### src/rtl/mfm_write_seq_if.sv
`default_nettype none
// ============================================================================
//  Module      : mfm_write_seq_if
//  Description : Payload-source and encode-FIFO bundle for the MFM record
//                sequencer.
//                  src_data/src_valid/src_ready  - host payload handshake
//                  encode_fifo_*                 - byte push into encoder FIFO
//                master : sequencer side (consumes payload, pushes FIFO)
//                slave  : environment side (offers payload, owns the FIFO)
//  Revision    : 1.0 - initial release
// ============================================================================
interface mfm_write_seq_if;
    logic [7:0] src_data;
    logic       src_valid;
    logic       src_ready;
    logic       encode_fifo_full;
    logic [7:0] encode_fifo_wr_data;
    logic       encode_fifo_wr_mark;
    logic       encode_fifo_wr_done;
    logic       encode_fifo_we;

    modport master (
        input  src_data, src_valid, encode_fifo_full,
        output src_ready, encode_fifo_wr_data, encode_fifo_wr_mark,
               encode_fifo_wr_done, encode_fifo_we
    );

    modport slave (
        output src_data, src_valid, encode_fifo_full,
        input  src_ready, encode_fifo_wr_data, encode_fifo_wr_mark,
               encode_fifo_wr_done, encode_fifo_we
    );
endinterface
`default_nettype wire

### src/rtl/mfm_write_seq.sv
`default_nettype none
// ============================================================================
//  Module      : mfm_write_seq
//  Description : Builds one on-disk MFM record and pushes it byte by byte into
//                the encoder FIFO: pre-gap (0x4E), sync (0x00), three A1
//                address marks, mark byte, payload, CRC-16-CCITT, post-gap.
//  Ports       : clk, reset          - clock, synchronous active-high reset
//                start, abort        - begin / terminate a record
//                rec_mark, rec_len   - record parameters, sampled on start
//                bus (master)        - payload source + encode FIFO push
//                start_writing       - writer enable, first push .. after done
//                busy, done          - sequencer active / end-of-record pulse
//  Revision    : 1.0 - initial release
// ============================================================================
module mfm_write_seq #(
    parameter int PRE_GAP_LEN  = 22,
    parameter int SYNC_LEN     = 12,
    parameter int POST_GAP_LEN = 24
) (
    input  wire logic        clk,
    input  wire logic        reset,
    input  wire logic        start,
    input  wire logic        abort,
    input  wire logic [7:0]  rec_mark,
    input  wire logic [9:0]  rec_len,
    mfm_write_seq_if.master  bus,
    output logic             start_writing,
    output logic             busy,
    output logic             done
);

    localparam logic [3:0] c_IDLE     = 4'd0;
    localparam logic [3:0] c_PRE_GAP  = 4'd1;
    localparam logic [3:0] c_SYNC     = 4'd2;
    localparam logic [3:0] c_AM       = 4'd3;
    localparam logic [3:0] c_MARK     = 4'd4;
    localparam logic [3:0] c_DATA     = 4'd5;
    localparam logic [3:0] c_CRC_HI   = 4'd6;
    localparam logic [3:0] c_CRC_LO   = 4'd7;
    localparam logic [3:0] c_POST_GAP = 4'd8;
    localparam logic [3:0] c_ABORT    = 4'd9;
    localparam logic [3:0] c_DONE     = 4'd10;

    localparam logic [9:0]  c_PRE_LEN  = 10'(PRE_GAP_LEN);
    localparam logic [9:0]  c_SYNC_LEN = 10'(SYNC_LEN);
    localparam logic [9:0]  c_POST_LEN = 10'(POST_GAP_LEN);
    localparam logic [9:0]  c_AM_LEN   = 10'd3;
    localparam logic [15:0] c_CRC_INIT = 16'hFFFF;

    logic [3:0]  r_state;
    logic [9:0]  r_cnt;
    logic [7:0]  r_mark;
    logic [9:0]  r_len;
    logic [15:0] r_crc;
    logic        r_start_writing;

    logic [3:0]  w_next_state;
    logic [9:0]  w_next_cnt;
    logic        w_emit;
    logic        w_we;
    logic        w_src_ready;
    logic [7:0]  w_wr_data;
    logic        w_wr_mark;
    logic        w_wr_done;
    logic        w_last;
    logic        w_crc_en;
    logic [15:0] w_crc_next;

    // One byte of CRC-16-CCITT (poly 0x1021), MSB first, unrolled in logic.
    function automatic logic [15:0] crc_step(input logic [15:0] crc_in,
                                             input logic [7:0]  data);
        logic [15:0] v_crc;
        v_crc = crc_in ^ {data, 8'h00};
        for (int i = 0; i < 8; i++) begin
            v_crc = v_crc[15] ? ({v_crc[14:0], 1'b0} ^ 16'h1021)
                              : {v_crc[14:0], 1'b0};
        end
        return v_crc;
    endfunction

    // ------------------------------------------------------------------
    // State register and datapath registers
    // ------------------------------------------------------------------
    always_ff @(posedge clk) begin
        if (reset) begin
            r_state         <= c_IDLE;
            r_cnt           <= 10'd0;
            r_mark          <= 8'h00;
            r_len           <= 10'd0;
            r_crc           <= c_CRC_INIT;
            r_start_writing <= 1'b0;
        end else begin
            r_state <= w_next_state;
            r_cnt   <= w_next_cnt;

            if (r_state == c_IDLE && start) begin
                r_mark <= rec_mark;
                r_len  <= rec_len;
                r_crc  <= c_CRC_INIT;
            end else if (w_crc_en) begin
                r_crc  <= w_crc_next;
            end

            if (r_state == c_DONE)
                r_start_writing <= 1'b0;
            else if (w_we)
                r_start_writing <= 1'b1;
        end
    end

    // ------------------------------------------------------------------
    // Next-state logic: the count for a state is loaded on entry and the
    // state only moves on when its last byte actually transfers.
    // ------------------------------------------------------------------
    always_comb begin
        w_next_state = r_state;
        w_next_cnt   = r_cnt;
        case (r_state)
            c_IDLE: begin
                if (start) begin
                    w_next_state = c_PRE_GAP;
                    w_next_cnt   = c_PRE_LEN;
                end
            end
            c_PRE_GAP: begin
                if (w_we) begin
                    if (w_last) begin
                        w_next_state = c_SYNC;
                        w_next_cnt   = c_SYNC_LEN;
                    end else begin
                        w_next_cnt   = r_cnt - 10'd1;
                    end
                end
            end
            c_SYNC: begin
                if (w_we) begin
                    if (w_last) begin
                        w_next_state = c_AM;
                        w_next_cnt   = c_AM_LEN;
                    end else begin
                        w_next_cnt   = r_cnt - 10'd1;
                    end
                end
            end
            c_AM: begin
                if (w_we) begin
                    if (w_last) begin
                        w_next_state = c_MARK;
                        w_next_cnt   = 10'd1;
                    end else begin
                        w_next_cnt   = r_cnt - 10'd1;
                    end
                end
            end
            c_MARK: begin
                if (w_we) begin
                    if (r_len == 10'd0) begin
                        w_next_state = c_CRC_HI;
                        w_next_cnt   = 10'd1;
                    end else begin
                        w_next_state = c_DATA;
                        w_next_cnt   = r_len;
                    end
                end
            end
            c_DATA: begin
                if (w_we) begin
                    if (w_last) begin
                        w_next_state = c_CRC_HI;
                        w_next_cnt   = 10'd1;
                    end else begin
                        w_next_cnt   = r_cnt - 10'd1;
                    end
                end
            end
            c_CRC_HI: begin
                if (w_we) w_next_state = c_CRC_LO;
            end
            c_CRC_LO: begin
                if (w_we) begin
                    w_next_state = c_POST_GAP;
                    w_next_cnt   = c_POST_LEN;
                end
            end
            c_POST_GAP: begin
                if (w_we) begin
                    if (w_last) begin
                        w_next_state = c_DONE;
                        w_next_cnt   = 10'd0;
                    end else begin
                        w_next_cnt   = r_cnt - 10'd1;
                    end
                end
            end
            c_ABORT: begin
                if (w_we) w_next_state = c_DONE;
            end
            c_DONE: begin
                w_next_state = c_IDLE;
                w_next_cnt   = 10'd0;
            end
            default: begin
                w_next_state = c_IDLE;
                w_next_cnt   = 10'd0;
            end
        endcase

        // Abort overrides normal sequencing; ABORT itself is excluded so a
        // held abort level cannot emit more than one terminating byte.
        if (abort && r_state != c_IDLE && r_state != c_DONE &&
            r_state != c_ABORT) begin
            w_next_state = c_ABORT;
            w_next_cnt   = 10'd0;
        end
    end

    // ------------------------------------------------------------------
    // Output logic
    // ------------------------------------------------------------------
    always_comb begin
        w_emit      = (r_state != c_IDLE) && (r_state != c_DONE);
        w_last      = (r_cnt == 10'd1);
        w_src_ready = (r_state == c_DATA) && !bus.encode_fifo_full;
        w_we        = w_emit && !bus.encode_fifo_full &&
                      ((r_state != c_DATA) || bus.src_valid);
        w_wr_mark   = 1'b0;
        w_wr_done   = 1'b0;
        w_crc_en    = 1'b0;
        case (r_state)
            c_PRE_GAP:  w_wr_data = 8'h4E;
            c_SYNC:     w_wr_data = 8'h00;
            c_AM: begin
                w_wr_data = 8'hA1;
                w_wr_mark = 1'b1;
                w_crc_en  = w_we;
            end
            c_MARK: begin
                w_wr_data = r_mark;
                w_crc_en  = w_we;
            end
            c_DATA: begin
                w_wr_data = bus.src_data;
                w_crc_en  = w_we;
            end
            c_CRC_HI:   w_wr_data = r_crc[15:8];
            c_CRC_LO:   w_wr_data = r_crc[7:0];
            c_POST_GAP: begin
                w_wr_data = 8'h4E;
                w_wr_done = w_last;
            end
            c_ABORT: begin
                w_wr_data = 8'h4E;
                w_wr_done = 1'b1;
            end
            default:    w_wr_data = 8'h00;
        endcase
        w_crc_next = crc_step(r_crc, w_wr_data);
    end

    assign bus.encode_fifo_we      = w_we;
    assign bus.encode_fifo_wr_data = w_wr_data;
    assign bus.encode_fifo_wr_mark = w_wr_mark;
    assign bus.encode_fifo_wr_done = w_wr_done;
    assign bus.src_ready           = w_src_ready;
    assign start_writing           = r_start_writing;
    assign busy                    = (r_state != c_IDLE);
    assign done                    = (r_state == c_DONE);

endmodule
`default_nettype wire

### src/flat_wrapper.sv
// flat-port wrapper written by rule: the top's interface ports become plain ports
module mfm_write_seq_flat 
#(
    parameter int PRE_GAP_LEN  = 22,
    parameter int SYNC_LEN     = 12,
    parameter int POST_GAP_LEN = 24
)
  (clk, reset, start, abort, rec_mark, rec_len, start_writing, busy, done, bus_src_data, bus_src_valid, bus_encode_fifo_full, bus_src_ready, bus_encode_fifo_wr_data, bus_encode_fifo_wr_mark, bus_encode_fifo_wr_done, bus_encode_fifo_we);
  mfm_write_seq_if bus_i ();
  input  wire logic clk;
  input  wire logic reset;
  input  wire logic start;
  input  wire logic abort;
  input  wire logic [7:0] rec_mark;
  input  wire logic [9:0] rec_len;
  output logic start_writing;
  output logic busy;
  output logic done;
  input wire logic [$bits(bus_i.src_data)-1:0] bus_src_data;
  input wire logic [$bits(bus_i.src_valid)-1:0] bus_src_valid;
  input wire logic [$bits(bus_i.encode_fifo_full)-1:0] bus_encode_fifo_full;
  output wire logic [$bits(bus_i.src_ready)-1:0] bus_src_ready;
  output wire logic [$bits(bus_i.encode_fifo_wr_data)-1:0] bus_encode_fifo_wr_data;
  output wire logic [$bits(bus_i.encode_fifo_wr_mark)-1:0] bus_encode_fifo_wr_mark;
  output wire logic [$bits(bus_i.encode_fifo_wr_done)-1:0] bus_encode_fifo_wr_done;
  output wire logic [$bits(bus_i.encode_fifo_we)-1:0] bus_encode_fifo_we;
  assign bus_i.src_data = bus_src_data;
  assign bus_i.src_valid = bus_src_valid;
  assign bus_i.encode_fifo_full = bus_encode_fifo_full;
  assign bus_src_ready = bus_i.src_ready;
  assign bus_encode_fifo_wr_data = bus_i.encode_fifo_wr_data;
  assign bus_encode_fifo_wr_mark = bus_i.encode_fifo_wr_mark;
  assign bus_encode_fifo_wr_done = bus_i.encode_fifo_wr_done;
  assign bus_encode_fifo_we = bus_i.encode_fifo_we;
  mfm_write_seq #(.PRE_GAP_LEN(PRE_GAP_LEN), .SYNC_LEN(SYNC_LEN), .POST_GAP_LEN(POST_GAP_LEN)) u_core (.clk(clk), .reset(reset), .start(start), .abort(abort), .rec_mark(rec_mark), .rec_len(rec_len), .bus(bus_i), .start_writing(start_writing), .busy(busy), .done(done));
endmodule
### config.mk
export PLATFORM = sky130hd
export DESIGN_NAME = mfm_write_seq_flat
export DESIGN_NICKNAME = d
export VERILOG_FILES = /design/src/rtl/mfm_write_seq_if.sv /design/src/rtl/mfm_write_seq.sv /design/src/flat_wrapper.sv
export SDC_FILE = /design/constraint.sdc
export NUM_CORES = 1
export LEC_CHECK = 0
export ABC_AREA = 0
export CORE_ASPECT_RATIO = 1.2
export CORE_MARGIN = 3
export CORE_UTILIZATION = 51
export CTS_CLUSTER_SIZE = 25
export DETAILED_ROUTE_END_ITERATION = 10
export PLACE_DENSITY = 0.72
export SLEW_MARGIN = 25
export SYNTH_ARGS = -nofsm -noshare
export SYNTH_HDL_FRONTEND = slang
export SYNTH_SLANG_ARGS = --single-unit
### constraint.sdc
create_clock -name clk -period 2.3 [get_ports clk]
set_input_delay 0.46 -clock clk [delete_from_list [all_inputs] [get_ports clk]]
set_output_delay 0.46 -clock clk [all_outputs]
set_load 0.1 [all_outputs]
After elaboration in Yosys (flattened, before gate mapping)
Index checks and enable logic that the tools add are counted.
{"block": "totals", "n_memories": 0, "ram_bits": 0, "romBits": 0, "latchBits": 0, "register_bits": 49}
{"block": "classes", "n_eq_ne": 45, "div": 0, "order_cmp": 0, "n_bitwise": 10, "shifts": 0, "n_addsub": 1, "multipliers": 0, "n_reduce_logical": 23, "n_mux": 43}
{"operator": "$mux W10", "count": 12}
{"operator": "$mux W13", "count": 8}
{"operator": "$pmux W10 S8", "count": 1}
{"operator": "$mux W4", "count": 16}
{"operator": "$pmux W8 S6", "count": 1}
{"operator": "$pmux W4 S10", "count": 1}
{"operator": "$reduce_and A15 Y1", "count": 2}
{"operator": "$ne A3 B2 Y1 const B", "count": 9}
{"operator": "$not A3 Y3", "count": 8}
{"operator": "$ne A2 B2 Y1 const B", "count": 10}
{"operator": "$eq A4 B3 Y1 const B", "count": 4}
{"operator": "$xor A16 B16 Y16", "count": 1}
{"operator": "$ne A3 B1 Y1 const B", "count": 5}
{"operator": "$eq A4 B4 Y1 const B", "count": 3}
{"operator": "$ne A2 B1 Y1 const B", "count": 6}
{"operator": "$eq A10 B1 Y1 const B", "count": 1}
{"operator": "$logic_not A10 Y1", "count": 1}
{"operator": "$reduce_or A2 Y1", "count": 5}
{"operator": "$sub A10 B1 Y10 const B", "count": 1}
{"operator": "$eq A4 B2 Y1 const B", "count": 2}
{"operator": "$logic_and A1 B1 Y1", "count": 8}
{"operator": "$ne A4 B4 Y1 const B", "count": 2}
{"operator": "$reduce_and A8 Y1", "count": 1}
{"operator": "$reduce_or A3 Y1", "count": 2}
{"operator": "other kinds (11)", "count": 12}

Logic depth before layout (Yosys ltp)
Gate-level depths: netlist of run 1.
{"block": "logic_depth", "depth_word": 20, "depth_mapped": 11}

Least setup slack after synthesis of run 1
No wires, ideal clock.
{"block": "synth_path", "kind": "register to register", "from": "reg u_core.r_state[0]", "to": "reg u_core.r_cnt[2]", "t_arrival_ns": 4.673, "synth_period_minus_slack_ns": 4.760, "slack_ns": -2.460, "stages_incl_launch_ff": 11, "setup_time_ns": 0.087, "n_path_buf": 4, "path_cell_list": "dfxtp_1 buf_4 buf_6 buf_2 nor3_1 a211oi_2 a21oi_1 o2111a_1 buf_2 nand2_1 o31ai_1"}
{"block": "synth_via", "elab_chain_len": 6, "word_cells_on_any_way": 34, "classes_between": "19 x eq/ne; 1 x mux; 1 x bitwise; 13 x reduce/logical"}
{"element": "start: declaration", "line_no": "mfm_write_seq.sv:50", "text": "logic [3:0] r_state;"}
{"element": "start signal: assignment", "line_no": "mfm_write_seq.sv:86", "text": "r_state <= c_IDLE;"}
{"element": "start signal: assignment", "line_no": "mfm_write_seq.sv:93", "text": "r_state <= w_next_state;"}
{"element": "$ne A4 B4 Y1 / $reduce_bool A4 Y1 (equally long branches)", "line_no": "mfm_write_seq.sv:221", "text": "w_emit = (r_state != c_IDLE) && (r_state != c_DONE);"}
{"element": "$logic_and A1 B1 Y1", "line_no": "mfm_write_seq.sv:221"}
{"element": "$logic_and A1 B1 Y1", "line_no": "mfm_write_seq.sv:224", "text": "w_we = w_emit && !bus.encode_fifo_full &&"}
{"element": "$logic_and A1 B1 Y1 *", "line_no": "mfm_write_seq.sv:224"}
{"element": "named net bus_encode_fifo_we", "line_no": "flat_wrapper.sv:26", "text": "output wire logic [$bits(bus_i.encode_fifo_we)-1:0] bus_encode_fifo_we;"}
{"element": "$ne A2 B1 Y1 (no source line) / $ne A2 B2 Y1 (equally long branches)"}
{"element": "$reduce_and A8 Y1 (no source line) *"}
{"element": "end signal: assignment", "line_no": "mfm_write_seq.sv:94", "text": "r_cnt <= w_next_cnt;"}
{"element": "end: declaration", "line_no": "mfm_write_seq.sv:51", "text": "logic [9:0] r_cnt;"}
The timed path passes the listed nets; every way through them passes the cells marked *.
A chain may end at the register's enable or synchronous reset.

Final worst setup path of run 1
{"block": "layout_path", "from": "reg u_core.r_state[3]", "to": "out bus_encode_fifo_wr_data[0]"}
{"block": "layout_via", "elab_chain_len": 3, "word_cells_on_any_way": 10, "classes_between": "8 x eq/ne; 1 x mux; 1 x reduce/logical"}
{"element": "$eq A4 B1 Y1 / $eq A4 B4 Y1 (equally long branches)", "line_no": "mfm_write_seq.sv:229", "text": "case (r_state)"}
{"element": "$reduce_or A3 Y1 (no source line)"}
{"element": "$pmux W8 S6 *", "line_no": "mfm_write_seq.sv:229"}
{"element": "end: declaration", "line_no": "flat_wrapper.sv:23", "text": "output wire logic [$bits(bus_i.encode_fifo_wr_data)-1:0] bus_encode_fifo_wr_data;"}
Every way passes the cells marked *; elsewhere a longest branch is shown, timed or not.

==> results of run 1 <==
## final cells by class
type | count | area, um2 | area share (%)
clock buffer | 6 | 82.58 | 1.778
clock inverter | 2 | 16.27 | 0.3501
inverter | 15 | 57.56 | 1.239
multi-input combinational | 341 | 2302 | 49.56
sequential | 49 | 998.5 | 21.49
tap | 82 | 102.6 | 2.208
timing repair buffer | 104 | 1086 | 23.38
## sequential cells by signal, indices dropped and copies added, names as in the netlist
register / flops
u_core.r_cnt: 10
u_core.r_crc: 16
u_core.r_len: 10
u_core.r_mark: 8
u_core.r_state: 4
u_core.start_writing: 1
## per-layer routing
metal	global-route usage, %	vias to the layer above
met5	0	-
met4	12.25	0
met3	4.631	34
met2	48.07	135
met1	32.36	1646
li1	-	1721
## synthesized netlist by cell type (all sizes together), types with 4 or more instances
library cell / number / area, um2
nand2: 89 / 334.1
a211oi: 8 / 65.06
a22oi: 9 / 67.56
a311oi: 4 / 41.29
and2: 5 / 31.28
xnor2: 13 / 128.9
clkbuf: 13 / 50.04
xor2: 9 / 86.34
nor3: 9 / 45.04
nand2b: 6 / 37.54
o211ai: 5 / 37.54
nand3: 8 / 40.04
a21oi: 39 / 198.9
o21ai: 30 / 150.1
nor2b: 4 / 25.02
nor2: 24 / 92.59
nor4: 6 / 37.54
and3: 4 / 30.03
buf: 21 / 130.1
inv: 13 / 48.79
mux2i: 9 / 90.09
dfxtp: 49 / 980.9
## worst max-delay path by stage
stage / slack, ps / cells past startpoint / endpoint
after detailed placement: -60 / 8 / u_core.r_crc[13]
after global placement: -10 / 8 / u_core.r_crc[13]
after global routing: -40 / 5 / bus_encode_fifo_wr_data[4]
after floorplan: -330 / 10 / u_core.r_cnt[2]
final: -5 / 6 / bus_encode_fifo_wr_data[0]
after CTS: -30 / 6 / bus_encode_fifo_wr_data[0]
## stage by stage
stage | worst slack (ps) | setup TNS [ps]
global route | -42.05 | -99.14
global placement | -10.45 | -10.45
finish | -4.985 | -4.985
detailed placement | -62.86 | -213.4
CTS | -29.74 | -29.74
floorplan | -332.5 | -3652
## report_power, final
part           internal, mW  switching (mW)  total, mW
registers              1.03           0.216       1.24
logic                  1.77            2.41       4.18
clock network         0.248           0.317      0.566
## cell families after synthesis
kind of cell	count (synthesis)	share of synthesized area (%)
xor+xnor	23	7.040
flops	49	29.05
fa+ha+maj	2	0.7409
mux	13	5.002
simple gates	171	24.01
compound gates	132	27.12
buf+inv	49	7.039
## timing repair
item                       4_1_cts  5_1_grt
setup buffers                    1        6
pin swaps                        1        5
resized for setup                7       18
hold endpoints to repair         0        0
setup endpoints to repair       12       12
## critical path: stages (launching register included)
cell     delay (ps)
dfxtp_4         440
and4b_2         300
a22oi_1         220
o221a_1         240
buf_4           120
inv_1            60
buf_12          160
==> impl_metrics.yaml, run 1 <==
run_status:
  status: "finished with violations"
  failed_checks: "setup timing"
finish:
  most-common-layout-cells: "nand2_1, buf_4, dfxtp_1"
  finalNetCount: 550
  area_growth_pct: 37.57
  drive_above_1_share_pct: 25.92
  final_core_util_pct: 74.39
  antennaDiodeCount: 0
  final_cells: 599
  mostFrequentLayoutCell: "nand2_1"
  fin_area_um2: 4646
  fill_cells: 511
route:
  drt_pass1_iterations: 5
  topRoutingLayerUsed: "met4"
  vias: 3536
  dr_wl_met3_um: 512
  routed_wl_um: 9986
  dr.first_iter.drc_count: 275
  detail_route.wl_per_cell_um: 16.67
  drc: 0
  vias_per_cell: 5.903
  wl_met1_um: 4029
  ant_nets: 0
  wl_met2_um: 5055
timing:
  rsz0062_at_grt: "yes"
  setup_viol: 1
  drv_slew: 0
  maxSlewHeadroom_pct: 69.60
  fin_crit_sh_pct: 100.2
  whs_ps: 470.1
  min_period_ps: 2305
  hold_violations: 0
  skew_ps: 9.715
  worst_slew_pin_slew_ps: 456.0
  max_freq_mhz: 433.8
  fin_ws_ps: -4.985
worst_setup_path:
  cp-start-kind: "register"
  worstSetupPathType: "reg2out"
  rrSetupSlack_ps: 140
  rr_startpoint: "u_core.r_state[3]"
  reg2reg_to: "u_core.r_crc[5]"
  critPathMaxFanout: 11
  cp-end-kind: "output port"
  crit_required_ps: 1840
  startpoint: "u_core.r_state[3]"
  worstPathArrival_ps: 1840
  reg2reg_depth: 7
place:
  port-buffer-count: 46
  placed_cell_area_um2: 4428
  dp.cells: 586
  hpwlAfterDp_um: 7644
  gp_congestion: 0.9726
synth:
  synth-async-reset-ratio_pct: 0
  ys_ff_latch: 49
  synth_edf_count: 0
  syn_nets: 473
  yosysWarningCount: 0
  ys_seq_area_share_pct: 29.05
  syn_avg_cell_area_um2: 7.692
  mappedNetlistArea_um2: 3377
  synth-main-ff-cell: "dfxtp_1"
  synth_cell_types: 79
  synth_cells: 439
clocking:
  clockRootBuffer: "clkbuf_8"
  cts_buffer_depth: 2
  cts.sinks: 49
  cts_tree: "done"
  clk_pin_slew_ps: 100
  clk_latency_ps: 310
  htreeDepth: 2
  cts_hold_buf: 0
  cts_made_buffers: 5
grt:
  grt_pass1_wl_um: 16450
  grt_max_degree: 30
  overflow: 0
  grt_usage_pct: 27.34
  grt_pass1_vias: 3416
  antenna_found_initial: 0
min_path:
  hp-start: "u_core.r_mark[1]"
  holdPathEnd: "u_core.r_mark[1]"
  holdPathStages: 2
  hold_class: "reg2reg"
floorplanning:
  dieArea_um2: 7638
  rows: 31
  start_util_pct: 54.08
  ioPinCount: 47
  core_um2: 6245
  die_height_um: 95.14
  die_w_um: 80.28
pwr:
  p_per_area_nw_per_um2: 1289
  p_leak_nw: 1.844
  ir_drop_mv: 1.152
  power_mw: 5.987
run:
  maxCapViolCount: 0
Power figures use the tool's default switching activity.
==> inputs of run 2 (changes only) <==
CORE_UTILIZATION = 52   (was 51)
PLACE_DENSITY = 0.73   (was 0.72)
REMOVE_ABC_BUFFERS = 1   (was unset)
SLEW_MARGIN = unset   (was 25)
==> impl_metrics.yaml, run 2 (same netlist as run 1, synthesis figures left out) <==
timing:
  skew_ps: 4.466
  max_freq_mhz: 437.1
  hold_violations: 0
  rsz0062_at_grt: "yes"
  fin_ws_ps: 12.28
  whs_ps: 465.7
  setup_viol: 0
  worst_slew_pin_slew_ps: 512.6
  maxSlewHeadroom_pct: 65.70
  min_period_ps: 2288
  drv_slew: 0
  fin_tns_setup_ps: 0
  fin_crit_sh_pct: 99.47
worst_setup_path:
  cp_common_cell: "buf_4"
  cp-start-kind: "input port"
  crit_required_ps: 1840
  worstPathArrival_ps: 1830
  cp-end-kind: "output port"
  path_buf_inv: 4
  crit_chain: "clkdlybuf4s50_1 -> buf_4 -> o21bai_1 -> a211oi_2 -> buf_4 -> buf_12"
  critPathTopFamily: "buffers and inverters"
  critPathMaxFanout: 3
  worstSetupPathType: "in2out"
  crit_slowest_cell: "clkdlybuf4s50_1"
  critPathMaxStageDelay_ps: 520
finish:
  largest_reg_flops: 16
  regMostFlops: "u_core.r_crc"
  fill_cells: 463
  mostFrequentLayoutCell: "nand2_1"
  area_growth_pct: 37.72
  drive_above_1_share_pct: 23.30
  antennaDiodeCount: 0
  most-common-layout-cells: "nand2_1, buf_4, dfxtp_1"
  finalNetCount: 548
  seq_area_um2: 994.7
  reg.largest.list: "u_core.r_crc x16, u_core.r_cnt x10, u_core.r_len x10"
  multi_input_area_um2: 2228
clocking:
  htreeDepth: 2
  clockRootBuffer: "clkbuf_8"
  clk_latency_ps: 310
  cts_tree: "done"
  cts_buffer_depth: 2
  cts.sinks: 49
  cts_made_buffers: 5
  clk_pin_slew_ps: 100
floorplanning:
  rows: 31
  ioPinCount: 47
  dieArea_um2: 7501
  core_um2: 6167
  die_height_um: 94.28
  die_w_um: 79.57
  start_util_pct: 54.76
min_path:
  hold_class: "reg2reg"
pwr:
  p_leak_nw: 1.860
  ir_drop_mv: 1.273
  p_per_area_nw_per_um2: 1317
  power_mw: 6.125
grt:
  grt_usage_pct: 26.85
  grt_pass1_wl_um: 16050
  overflow: 0
  grt_pass1_vias: 3442
  antenna_found_initial: 0
  grt_max_degree: 31
route:
  drt_pass1_iterations: 5
  routed_wl_um: 10330
  dr.first_iter.drc_count: 326
  drc: 0
  detail_route.wl_per_cell_um: 17.31
  vias: 3664
  vias_per_cell: 6.137
  ant_nets: 0
place:
  hpwlAfterDp_um: 7074
  gp_congestion: 0.9588
  pre_cts_ws_ps: -185.2
  port-buffer-count: 46
run_status:
  status: "complete, no violations"
run:
  maxCapViolCount: 0
run 2: cell type report:
| cell class | count | share of cell area (%) |
|---|---|---|
| sequential | 49 | 21.39 |
| inverter | 15 | 1.238 |
| tap | 82 | 2.206 |
| multi-input combinational | 341 | 47.92 |
| clock buffer | 5 | 1.480 |
| timing repair buffer | 102 | 24.72 |
| clock inverter | 3 | 1.049 |
run 2: path summary, 6_finish.rpt:
check                                        from            endpoint  slack (ps)  depth (start not counted)
worst max-delay path                bus_src_valid  bus_encode_fifo_we          10                          6
worst min-delay path             u_core.r_mark[0]    u_core.r_mark[0]         470                          2
worst max register to register  u_core.r_state[1]    u_core.r_crc[15]         100                          9
worst min register to register   u_core.r_mark[0]    u_core.r_mark[0]         470                          2
run 2: metrics by stage:
| stage | cell area [um2] | util [%] | instances |
|---|---|---|---|
| floorplan | 3197 | - | 405 |
| global placement | 4300 | 69.73 | 580 |
| detailed placement | 4300 | 69.73 | 580 |
| CTS | 4522 | 73.32 | 593 |
| global route | 4651 | 75.41 | 597 |
| finish | 4651 | 75.41 | 597 |
run 2: power by group:
group	internal [mW]	leakage (nW)	switching, mW
registers	1.02	0.403	0.206
logic	1.80	1.40	2.44
clock network	0.332	0.0563	0.323
total	3.16	1.86	2.97
run 2: what timing repair did:
item                       4_1_cts  5_1_grt
cloned                           1        3
gates resized for setup         13       12
setup endpoints to repair       12       10
hold buffers                     0        0
pin swaps                        1        5
setup buffers                    4        4
run 2: tightest hold or removal path: stages, from the launching register on:
cell,delay (ps)
dfxtp_1,320
nand2_1,50
a21oi_1,50
run 2: layer usage:
layer,global-route usage [%],vias up,routed length (um),share of wire (%)
met2,45.82,189,5016,49
met1,32.35,1713,4101,40
met5,0,-,0,0
li1,-,1719,-,-
met4,14.61,0,513,5.0
met3,3.359,43,703,6.8
==> inputs of run 3 (changes only) <==
CAP_MARGIN = 0   (was unset)
==> results of run 3 <==
Final layout, timing and power as in run 2 (identical DEF).
